`config.mk`:
```
export PLATFORM = sky130hd
export DESIGN_NAME = ysyx_22050710_fetch_queue_stage
export DESIGN_NICKNAME = d
export VERILOG_FILES = /design/src/rtl/ysyx_22050710_fetch_queue_stage_pkg.sv /design/src/rtl/ysyx_22050710_sync_fifo.sv /design/src/rtl/ysyx_22050710_fetch_queue_stage.sv
export SDC_FILE = /design/constraint.sdc
export NUM_CORES = 1
export LEC_CHECK = 0
export ABC_AREA = 1
export BUFFER_PORTS_ARGS = -buffer_cell sky130_fd_sc_hd__buf_2
export CORE_MARGIN = 2
export CORE_UTILIZATION = 50
export CTS_BUF_LIST = sky130_fd_sc_hd__clkbuf_4
export DETAILED_ROUTE_END_ITERATION = 6
export PLACE_DENSITY_LB_ADDON = 0.1
export SLEW_MARGIN = 40
export SYNTH_ARGS = -nofsm -noshare
export SYNTH_HDL_FRONTEND = slang
export SYNTH_SLANG_ARGS = --single-unit
```
`constraint.sdc`:
```
create_clock -name i_clk -period 13.5 [get_ports i_clk]
set_input_delay 0.675 -clock i_clk [delete_from_list [all_inputs] [get_ports i_clk]]
set_output_delay 0.675 -clock i_clk [all_outputs]
set_load 0.01 [all_outputs]
```
`src/rtl/ysyx_22050710_fetch_queue_stage_pkg.sv`:
```
// Shared constants for the fetch queue stage: bus width relations, reset PC
// default and performance counter widths.
package ysyx_22050710_fetch_queue_stage_pkg;

    localparam int          INST_WD_DEF       = 32;
    localparam int          PC_WD_DEF         = 32;
    localparam logic [31:0] RESET_PC_DEF      = 32'h8000_0000;
    localparam int          PERF_FETCH_CNT_WD = 64;
    localparam int          PERF_FLUSH_CNT_WD = 32;
    localparam int          PERF_DROP_CNT_WD  = 32;

    function automatic int fs_to_ds_bus_wd(input int inst_wd, input int pc_wd);
        return inst_wd + pc_wd;
    endfunction

    function automatic int br_bus_wd(input int pc_wd);
        return 1 + pc_wd;
    endfunction

    // A single-entry FIFO still needs a 1-bit pointer to stay legal.
    function automatic int ptr_wd(input int depth);
        return (depth > 1) ? $clog2(depth) : 1;
    endfunction

endpackage

```
`src/rtl/ysyx_22050710_sync_fifo.sv`:
```
// Synchronous FIFO with occupancy count and a single-cycle flush; used both as
// the fetch queue and as the in-flight request tracker.
module ysyx_22050710_sync_fifo
    import ysyx_22050710_fetch_queue_stage_pkg::*;
#(
    parameter int WIDTH = 32,
    parameter int DEPTH = 4
) (
    input  logic                         clk,
    input  logic                         rst,
    input  logic                         push,
    input  logic [WIDTH-1:0]             push_data,
    input  logic                         pop,
    output logic [WIDTH-1:0]             pop_data,
    input  logic                         flush,
    output logic                         full,
    output logic                         empty,
    output logic [$clog2(DEPTH+1)-1:0]   count
);

    localparam int PTR_WD   = ptr_wd(DEPTH);
    localparam int COUNT_WD = $clog2(DEPTH + 1);

    logic [WIDTH-1:0]  mem [DEPTH];
    logic [PTR_WD-1:0] wr_ptr;
    logic [PTR_WD-1:0] rd_ptr;
    logic              do_push;
    logic              do_pop;

    function automatic logic [PTR_WD-1:0] ptr_inc(input logic [PTR_WD-1:0] p);
        return (p == PTR_WD'(DEPTH - 1)) ? '0 : p + PTR_WD'(1);
    endfunction

    assign full     = (count == COUNT_WD'(DEPTH));
    assign empty    = (count == '0);
    assign do_push  = push && !full && !flush;
    assign do_pop   = pop && !empty && !flush;
    assign pop_data = mem[rd_ptr];

    always_ff @(posedge clk or posedge rst) begin
        if (rst) begin
            wr_ptr <= '0;
            rd_ptr <= '0;
            count  <= '0;
        end else if (flush) begin
            wr_ptr <= '0;
            rd_ptr <= '0;
            count  <= '0;
        end else begin
            if (do_push) wr_ptr <= ptr_inc(wr_ptr);
            if (do_pop)  rd_ptr <= ptr_inc(rd_ptr);
            if (do_push && !do_pop)      count <= count + COUNT_WD'(1);
            else if (!do_push && do_pop) count <= count - COUNT_WD'(1);
        end
    end

    // Storage is cleared on reset so the head reads as zero before any push.
    always_ff @(posedge clk or posedge rst) begin
        if (rst) begin
            for (int i = 0; i < DEPTH; i++) mem[i] <= '0;
        end else if (do_push) begin
            mem[wr_ptr] <= push_data;
        end
    end

endmodule

```
`src/rtl/ysyx_22050710_fetch_queue_stage.sv`:
```
// Decoupled fetch stage: credit-limited SRAM requests, epoch-tagged in-flight
// tracker, fetch queue toward decode. YSYX_22050710_FETCH_PERF_EN adds perf counters.
module ysyx_22050710_fetch_queue_stage
    import ysyx_22050710_fetch_queue_stage_pkg::*;
#(
    parameter int               INST_WD         = INST_WD_DEF,
    parameter int               PC_WD           = PC_WD_DEF,
    parameter int               FS_TO_DS_BUS_WD = fs_to_ds_bus_wd(INST_WD, PC_WD),
    parameter int               BR_BUS_WD       = br_bus_wd(PC_WD),
    parameter int               SRAM_ADDR_WD    = 32,
    parameter int               SRAM_DATA_WD    = 32,
    parameter logic [PC_WD-1:0] RESET_PC        = PC_WD'(RESET_PC_DEF),
    parameter int               DEPTH           = 4,
    parameter int               MAX_OUTSTANDING = 2
) (
    input  logic                        i_clk,
    input  logic                        i_rst,
    input  logic [BR_BUS_WD-1:0]        i_br_bus,
    input  logic                        i_ds_allowin,
    output logic                        o_fs_to_ds_valid,
    output logic [FS_TO_DS_BUS_WD-1:0]  o_fs_to_ds_bus,
    output logic                        o_inst_sram_req,
    output logic [SRAM_ADDR_WD-1:0]     o_inst_sram_addr,
    input  logic                        i_inst_sram_gnt,
    input  logic                        i_inst_sram_rvalid,
    input  logic [SRAM_DATA_WD-1:0]     i_inst_sram_rdata
`ifdef YSYX_22050710_FETCH_PERF_EN
   ,output logic [PERF_FETCH_CNT_WD-1:0] o_perf_fetch_cnt
   ,output logic [PERF_FLUSH_CNT_WD-1:0] o_perf_flush_cnt
   ,output logic [PERF_DROP_CNT_WD-1:0]  o_perf_drop_cnt
`endif
);

    localparam int Q_CNT_WD   = $clog2(DEPTH + 1);
    localparam int TRK_CNT_WD = $clog2(MAX_OUTSTANDING + 1);

    logic                       br_sel;
    logic [PC_WD-1:0]           br_target;
    logic [PC_WD-1:0]           pc;
    logic                       epoch;
    logic                       issue;
    logic                       resp;
    logic                       accept;
    logic                       drop;
    logic                       deq;
    logic                       credit_ok;
    logic [PC_WD:0]             trk_head;
    logic                       trk_full;
    logic                       trk_empty;
    logic [TRK_CNT_WD-1:0]      trk_count;
    logic [FS_TO_DS_BUS_WD-1:0] q_push_data;
    logic                       q_full;
    logic                       q_empty;
    logic [Q_CNT_WD-1:0]        q_count;
    logic                       unused_bits;

    assign {br_sel, br_target} = i_br_bus;
    assign unused_bits = ^{br_target[1:0], q_full, trk_full, i_inst_sram_rdata};

    // Every granted request already owns a queue slot, so the queue cannot overflow.
    assign credit_ok = (32'(trk_count) < 32'(MAX_OUTSTANDING)) &&
                       (32'(q_count) + 32'(trk_count) < 32'(DEPTH));

    assign o_inst_sram_req  = !i_rst && !br_sel && credit_ok;
    assign o_inst_sram_addr = SRAM_ADDR_WD'(pc);
    assign issue            = o_inst_sram_req && i_inst_sram_gnt;

    assign resp        = i_inst_sram_rvalid && !trk_empty;
    assign accept      = resp && (trk_head[0] == epoch) && !br_sel;
    assign drop        = resp && !accept;
    assign q_push_data = {i_inst_sram_rdata[INST_WD-1:0], trk_head[PC_WD:1]};

    assign o_fs_to_ds_valid = !q_empty && !br_sel;
    assign deq              = o_fs_to_ds_valid && i_ds_allowin;

    always_ff @(posedge i_clk or posedge i_rst) begin
        if (i_rst) begin
            pc    <= RESET_PC;
            epoch <= 1'b0;
        end else if (br_sel) begin
            pc    <= {br_target[PC_WD-1:2], 2'b00};
            epoch <= ~epoch;
        end else if (issue) begin
            pc    <= pc + PC_WD'(4);
        end
    end

    ysyx_22050710_sync_fifo #(
        .WIDTH (PC_WD + 1),
        .DEPTH (MAX_OUTSTANDING)
    ) u_tracker (
        .clk       (i_clk),
        .rst       (i_rst),
        .push      (issue),
        .push_data ({pc, epoch}),
        .pop       (resp),
        .pop_data  (trk_head),
        .flush     (1'b0),
        .full      (trk_full),
        .empty     (trk_empty),
        .count     (trk_count)
    );

    ysyx_22050710_sync_fifo #(
        .WIDTH (FS_TO_DS_BUS_WD),
        .DEPTH (DEPTH)
    ) u_fetch_queue (
        .clk       (i_clk),
        .rst       (i_rst),
        .push      (accept),
        .push_data (q_push_data),
        .pop       (deq),
        .pop_data  (o_fs_to_ds_bus),
        .flush     (br_sel),
        .full      (q_full),
        .empty     (q_empty),
        .count     (q_count)
    );

`ifdef YSYX_22050710_FETCH_PERF_EN
    // Saturating event counters, each bumped in the cycle of its event.
    always_ff @(posedge i_clk or posedge i_rst) begin
        if (i_rst) begin
            o_perf_fetch_cnt <= '0;
            o_perf_flush_cnt <= '0;
            o_perf_drop_cnt  <= '0;
        end else begin
            if (deq && !(&o_perf_fetch_cnt))
                o_perf_fetch_cnt <= o_perf_fetch_cnt + PERF_FETCH_CNT_WD'(1);
            if (br_sel && !(&o_perf_flush_cnt))
                o_perf_flush_cnt <= o_perf_flush_cnt + PERF_FLUSH_CNT_WD'(1);
            if (drop && !(&o_perf_drop_cnt))
                o_perf_drop_cnt  <= o_perf_drop_cnt + PERF_DROP_CNT_WD'(1);
        end
    end
`endif

    tracker_underflow_a: assert property (@(posedge i_clk) disable iff (i_rst)
        i_inst_sram_rvalid |-> !trk_empty);

endmodule
```
======== Yosys cells after proc, flatten, opt, wreduce, memory -nomap -nowiden ========
Cells that the tools add are included.
operators by class
  bitwise operators ....................... 5
  reduce and logical (&&, ||, !) cells .... 38
  order comparisons ....................... 8
  add/subtract/negate cells ............... 10
  mux-type cells .......................... 27
  eq/ne operators ......................... 5
operators with widths
  kind                   number
  $bwmux 256             1
  $mux 64                3
  $mux 33                4
  $bmux 64 s2            1
  $demux 64 s2           1
  $bwmux 66              1
  $mux 32                2
  $demux 33 s1           1
  $add 32x3->32 const B  1
  $logic_and 1x1->1      21
  $mux 2                 8
  $logic_not 1->1        10
  $mux 3                 3
  $reduce_bool 2->1      4
  $add 2x1->2 const B    3
  $eq 2x2->1 const B     3
  $ge 3x3->1 const B     2
  $not 2->3              2
  $add 3x2->4            1
  $ge 2x2->1 const B     2
  $lt 4x3->1 const B     1
  $not 1->2              2
  $add 3x1->3 const B    1
  $eq 3x3->1 const B     1
  other kinds (12)       14
word-level totals
  logic and storage cells ................. 107
  register bits after elaboration ......... 366
  input port bits ......................... 70
  output and inout bits ................... 98

======== Logic depth before layout (Yosys ltp) ========
  depth after elaboration ................. 14
  gate-level depth with buffers ........... 14
  depth with buffers taken out ............ 13

======== Modules after synthesis ========
Synthesis repeated with hierarchy kept, for this count alone.
unflattened totals
  cells, all modules ...................... 2129
  area, all modules ....................... 17850.9 µm²
by module, submodules not included
  module                                    area an instance (µm²)  cells an instance  sequential area each (µm²)  instances
  ysyx_22050710_sync_fifo at u_fetch_queue  12238.0                 1318               6581.3                      1
  ysyx_22050710_sync_fifo at u_tracker      3128.0                  392                1751.7                      1
  ysyx_22050710_fetch_queue_stage           2484.9                  419                777.0                       1

======== Worst setup path after synthesis ========
OpenSTA, ideal clock, no wires.
  kind .................................... input -> register
  from .................................... input i_rst
  to ...................................... register u_tracker.count[1]
  buffers on the path ..................... 1
  data required time ...................... 13.369 ns
  data arrival time ....................... 9.911 ns
  setup slack ............................. 3.458 ns
  stages on the path ...................... 10
  setup time .............................. 0.131 ns
  cells stage by stage .................... inv_1 nand3_1 nor2_2 nand2_2 inv_2 buf_2 ha_1 a21oi_1 o21ai_0 xor2_1
on the way
  longest elaborated chain between the ends .. 8
  elaborated cells on any way between the ends .. 10
  classes of those cells .................. 1 x mux; 9 x reduce/logical
RTL lines
  what                                RTL line                               source
  from (decl)                         ysyx_22050710_fetch_queue_stage.sv:17  input logic i_rst,
  $logic_not 1->1 (no source line) *  --
  $logic_and 1x1->1 * (2 in series)   ysyx_22050710_fetch_queue_stage.sv:64  assign o_inst_sram_req = !i_rst && !br_sel && credit_ok;
  net o_inst_sram_req                 ysyx_22050710_fetch_queue_stage.sv:22  output logic o_inst_sram_req,
  $logic_and 1x1->1 *                 ysyx_22050710_fetch_queue_stage.sv:66  assign issue = o_inst_sram_req && i_inst_sram_gnt;
  $logic_and 1x1->1 *                 ysyx_22050710_sync_fifo.sv:36          assign do_push = push && !full && !flush;
  net u_tracker.do_push               ysyx_22050710_sync_fifo.sv:27          logic do_push;
  $logic_not 1->1                     ysyx_22050710_sync_fifo.sv:53          else if (!do_push && do_pop) count <= count - COUNT_WD'(1);
  $logic_and 1x1->1                   ysyx_22050710_sync_fifo.sv:53
  $reduce_bool 2->1 (no source line)  --
  to (signal assigned)                ysyx_22050710_sync_fifo.sv:52          if (do_push && !do_pop) count <= count + COUNT_WD'(1);
  to (signal assigned)                ysyx_22050710_sync_fifo.sv:53
  to (decl)                           ysyx_22050710_sync_fifo.sv:18          output logic [$clog2(DEPTH+1)-1:0] count
Mark *: on every way through the listed nets, which the timed path passes. The rest lies on a longest branch.
A chain may end at the register's enable or synchronous reset.

======== Worst setup path after layout ========
  from .................................... register u_fetch_queue.rd_ptr[0]
  to ...................................... output o_fs_to_ds_bus[18]
on the way
  longest elaborated chain between the ends .. 4
RTL lines
  what                                         RTL line                               source
  from (decl)                                  ysyx_22050710_sync_fifo.sv:26          logic [PTR_WD-1:0] rd_ptr;
  from (signal assigned)                       ysyx_22050710_sync_fifo.sv:51          if (do_pop) rd_ptr <= ptr_inc(rd_ptr);
  $not 2->3 (not written as such)              ysyx_22050710_sync_fifo.sv:38          assign pop_data = mem[rd_ptr];
  $bmux 64 s2                                  ysyx_22050710_sync_fifo.sv:38
  $mux 64 (not written as such) (2 in series)  ysyx_22050710_sync_fifo.sv:38
  to (decl)                                    ysyx_22050710_fetch_queue_stage.sv:21  output logic [FS_TO_DS_BUS_WD-1:0] o_fs_to_ds_bus,
Every way passes these cells. The select of a mux whose other input is x is not followed.

==> results_dict.tcl <==
set metrics [dict create \
    clk_pin_slew_worst_paths_ps 70 \
    yosys-top-cells-area "sky130_fd_sc_hd__dfrtp_1 51%, sky130_fd_sc_hd__nand2_1 18%, sky130_fd_sc_hd__o21ai_1 6.5%" \
    fillCellCount 3296 \
    drc 0 \
    finalSetupViolations 0 \
    clock-root-buffer "sky130_fd_sc_hd__clkbuf_4" \
    numClockSinks 352 \
    die-area_um2 35940 \
    cts_tree "yes" \
    cts_hold_buf 0 \
    path_cells "clkinv_2 -> buf_6 -> o21ai_0 -> o22ai_1 -> buf_2" \
    drt-total-wl_um 47720 \
    post_synth_and_or_nand_nor_area_fraction_pct 24.21 \
    detail_route.vias_per_cell 5.389 \
    timing.clock.skew_ps 38.50 \
    gp_congestion 0.8558 \
    hp-class "input port to async pin" \
    synthXorXnorAreaFrac_pct 0.7122 \
    post_route_cells_drive_above_1_share_pct 16.82 \
    fp-row-count 67 \
    critical_path.reg2reg.endpoint "u_fetch_queue.mem[41]$_DFFE_PP0P_" \
    ant_nets 0 \
    floorplan.initialDensity_pct 51.09 \
    clock_period_minus_worst_slack_ps 3918 \
    layoutNonFillerInstCount 2839 \
    postCtsResizedCells 0 \
    power.density_nw_per_um2 208.4 \
    grt_start_max_net_pins 149 \
    drt_first_pass_iters 5 \
    portBuffers 161 \
    unrepaired_setup_endpoints_after_global_routing "false" \
    synth_seq_area_share_pct 51.17 \
    hold_viol 0 \
    final_min_period_over_clock_period_pct 29.02 \
    synth_ff_type "sky130_fd_sc_hd__dfrtp_1" \
    floorplan.die.height_um 189.6 \
    global_route.usage.total_pct 27.11 \
    number_of_instances_in_the_synthesized_netlist 2185 \
    muxShareOfSynthArea_pct 0 \
    tns_ps 0 \
    post-dp-hpwl_um 27510 \
    status "complete, no violations" \
    ios 168 \
    maxClockFrequency_ghz 0.2553 \
    routed_vias 15300 \
    cts-buffers-inserted 94 \
    critPathCaptureType "output port" \
    share_of_flip_flops_with_an_asynchronous_set_or_reset_pct 100.0 \
    share_of_yosys_cell_area_claimed_by_the_top_area_cell_type_pct 51.01 \
    critical_path_arrival_ps 3240 \
    insertion_delay_ps 750 \
    clockBufferDepth 3 \
    die_x_um 189.6 \
    initialDrtViolationCount 1079 \
    reg2reg_from "u_tracker.rd_ptr$_DFFE_PP0P_" \
    synth_top_area_cell "sky130_fd_sc_hd__dfrtp_1" \
    path_max_fanout 92 \
    grt_overflow 0 \
    area_fraction_in_compound_gates_after_synthesis_pct 16.55 \
    timing.critical_path.required_ps 12820 \
    grt_antenna_before_repair 1 \
    post-synth-top-count-cell "sky130_fd_sc_hd__nand2_1" \
    timing_worst_slew_pin_value_ps 874.6 \
    core_area_um2 33700 \
    vias_in_the_first_global_route 14822 \
    drv_cap 0 \
    vdd_ir_max_v 0.00007700 \
    worst_setup_path_start_kind "register" \
    synthDistinctLibCells 35 \
    finish.net_count 2399 \
    layout-area-overhead-vs-synth_pct 11.96 \
    synth_top_family_by_area "simple AND/OR/NAND/NOR gates" \
    routedWlPerCell_um 16.81 \
    crit_path_top_delay_cell "sky130_fd_sc_hd__dfrtp_4" \
    synth_enable_flop_cells 0 \
    criticalPathCategory "register to output port" \
    cpPeakStageDelay_ps 660 \
    relSlewSlack_pct 41.69 \
    cts_max_level 3 \
    placed_cells_incl_taps 2671 \
    postLayoutSetupSlackWorst_ps 9582 \
    pre_cts_ws_ps 9355 \
    post_cts_setup_buffer_count 0 \
    regToRegSetupSlack_ps 9730 \
    avgSynthCellArea_um2 7.880 \
    maxSlewViolCount 0 \
    yosys-top-cells-count "823 x sky130_fd_sc_hd__nand2_1, 351 x sky130_fd_sc_hd__dfrtp_1, 225 x sky130_fd_sc_hd__o21ai_1" \
    synthesis.area_um2 17220 \
    power.leakage_nw 10.31 \
    ys_warn_count 0 \
    ys_ff_latch 352 \
    first_pass_grt_wire_length_um 78270 \
    reg2reg_depth 10 \
    synth_fa_ha_area_share_pct 0.6976 \
]
==> metrics by stage <==
stage | power, mW | hold WS [ps] | instance area (um2) | utilization (%)
3_5_place_dp | 3.092 | 463.0 | 18050 | 53.55
6_report | 4.017 | 41.65 | 19280 | 57.20
4_1_cts | 4.052 | 50.60 | 19240 | 57.10
2_1_floorplan | 2.597 | 441.1 | 17230 | -
5_1_grt | 4.331 | 63.26 | 19280 | 57.20
3_3_place_gp | 3.044 | 456.4 | 17870 | 53.04
==> cell type report <==
type | instances | area [um2] | share of cell area [%]
Sequential cell | 352 | 8815 | 45.73
Inverter | 71 | 284.0 | 1.473
Tap cell | 448 | 560.5 | 2.908
Multi-Input combinational cell | 1617 | 7293 | 37.83
Antenna cell | 1 | 2.502 | 0.01298
Clock inverter | 13 | 48.80 | 0.2531
Clock buffer | 153 | 1149 | 5.958
Timing Repair Buffer | 184 | 1125 | 5.835
==> registers in the layout, summed over array words and instances (netlist names), 2 cells and up <==
name	cells
u_fetch_queue.rd_ptr	2
u_fetch_queue.wr_ptr	2
u_tracker.count	2
o_inst_sram_addr	30
u_fetch_queue.mem	248
u_fetch_queue.count	3
u_tracker.mem	62
==> kinds of logic (layout without fill, tap and decap cells) <==
family | after synthesis | in the layout
XOR/XNOR | 14 | 14
other | 1 | 5
adder cells (fa/ha/maj) | 9 | 9
buffers and inverters | 219 | 421
AND/OR/NAND/NOR | 1065 | 1065
AO/OA/AOI/OAI | 525 | 525
flip-flops | 352 | 352
==> report_power, final <==
part / total, mW / internal, mW / switching (mW) / leakage [nW]
logic: 1.49 / 0.472 / 1.02 / 4.92
clock network: 0.943 / 0.507 / 0.436 / 0.735
registers: 1.58 / 1.39 / 0.195 / 4.65
total: 4.02 / 2.37 / 1.65 / 10.3
==> worst max-delay path by stage <==
| stage | start | to | slack (ps) | cells past startpoint |
|---|---|---|---|---|
| after global placement | i_br_bus[32] | u_fetch_queue.wr_ptr[0]$_DFFE_PP0P_ | 9170 | 9 |
| after detailed placement | i_br_bus[32] | u_fetch_queue.wr_ptr[1]$_DFFE_PP0P_ | 9360 | 9 |
| final | u_fetch_queue.rd_ptr[0]$_DFFE_PP0P_ | o_fs_to_ds_bus[18] | 9580 | 5 |
| after CTS | u_fetch_queue.rd_ptr[0]$_DFFE_PP0P_ | o_fs_to_ds_bus[14] | 9560 | 5 |
| after global routing | u_fetch_queue.rd_ptr[0]$_DFFE_PP0P_ | o_fs_to_ds_bus[18] | 9450 | 5 |
| after floorplan | i_rst | epoch$_DFFE_PP0P_ | 3040 | 1 |
==> routing by layer <==
| metal | global-route usage, % | share of wire (%) |
|---|---|---|
| met1 | 37.89 | 45 |
| met2 | 42.72 | 46 |
| met3 | 4.704 | 7.0 |
| met5 | 0 | 0 |
| met4 | 9.899 | 2.4 |
==> critical path, delay by kind of cell, from the launching register on <==
kind	cells	cell delay (ps)
AO/OA/AOI/OAI	2	490
buffers and inverters	3	1310
flip-flops	1	660
==> layout by cell type (no fill, tap or decap), types with 2 or more instances in the layout <==
master                     instances
sky130_fd_sc_hd__buf_2           161
sky130_fd_sc_hd__nand3_1          52
sky130_fd_sc_hd__o21ai_1         225
sky130_fd_sc_hd__o221ai_1          3
sky130_fd_sc_hd__o21ai_2          30
sky130_fd_sc_hd__nor2_2            2
sky130_fd_sc_hd__buf_16            2
sky130_fd_sc_hd__buf_4             9
sky130_fd_sc_hd__nand2_2           6
sky130_fd_sc_hd__xnor2_1           3
sky130_fd_sc_hd__xor2_1           11
sky130_fd_sc_hd__buf_12            7
sky130_fd_sc_hd__ha_1              8
sky130_fd_sc_hd__o21ai_0         192
sky130_fd_sc_hd__clkinv_1          9
sky130_fd_sc_hd__nand2_1         823
sky130_fd_sc_hd__dfrtp_1         349
sky130_fd_sc_hd__nand4_1           2
sky130_fd_sc_hd__inv_1            59
sky130_fd_sc_hd__nor2_1          172
sky130_fd_sc_hd__inv_2            12
sky130_fd_sc_hd__a21oi_1           4
sky130_fd_sc_hd__nor2_8            4
sky130_fd_sc_hd__clkinv_2          2
sky130_fd_sc_hd__conb_1            4
sky130_fd_sc_hd__clkbuf_4        153
sky130_fd_sc_hd__buf_6             5
sky130_fd_sc_hd__o22ai_1          63
sky130_fd_sc_hd__o211ai_1          6
Power figures use the tool's default switching activity.
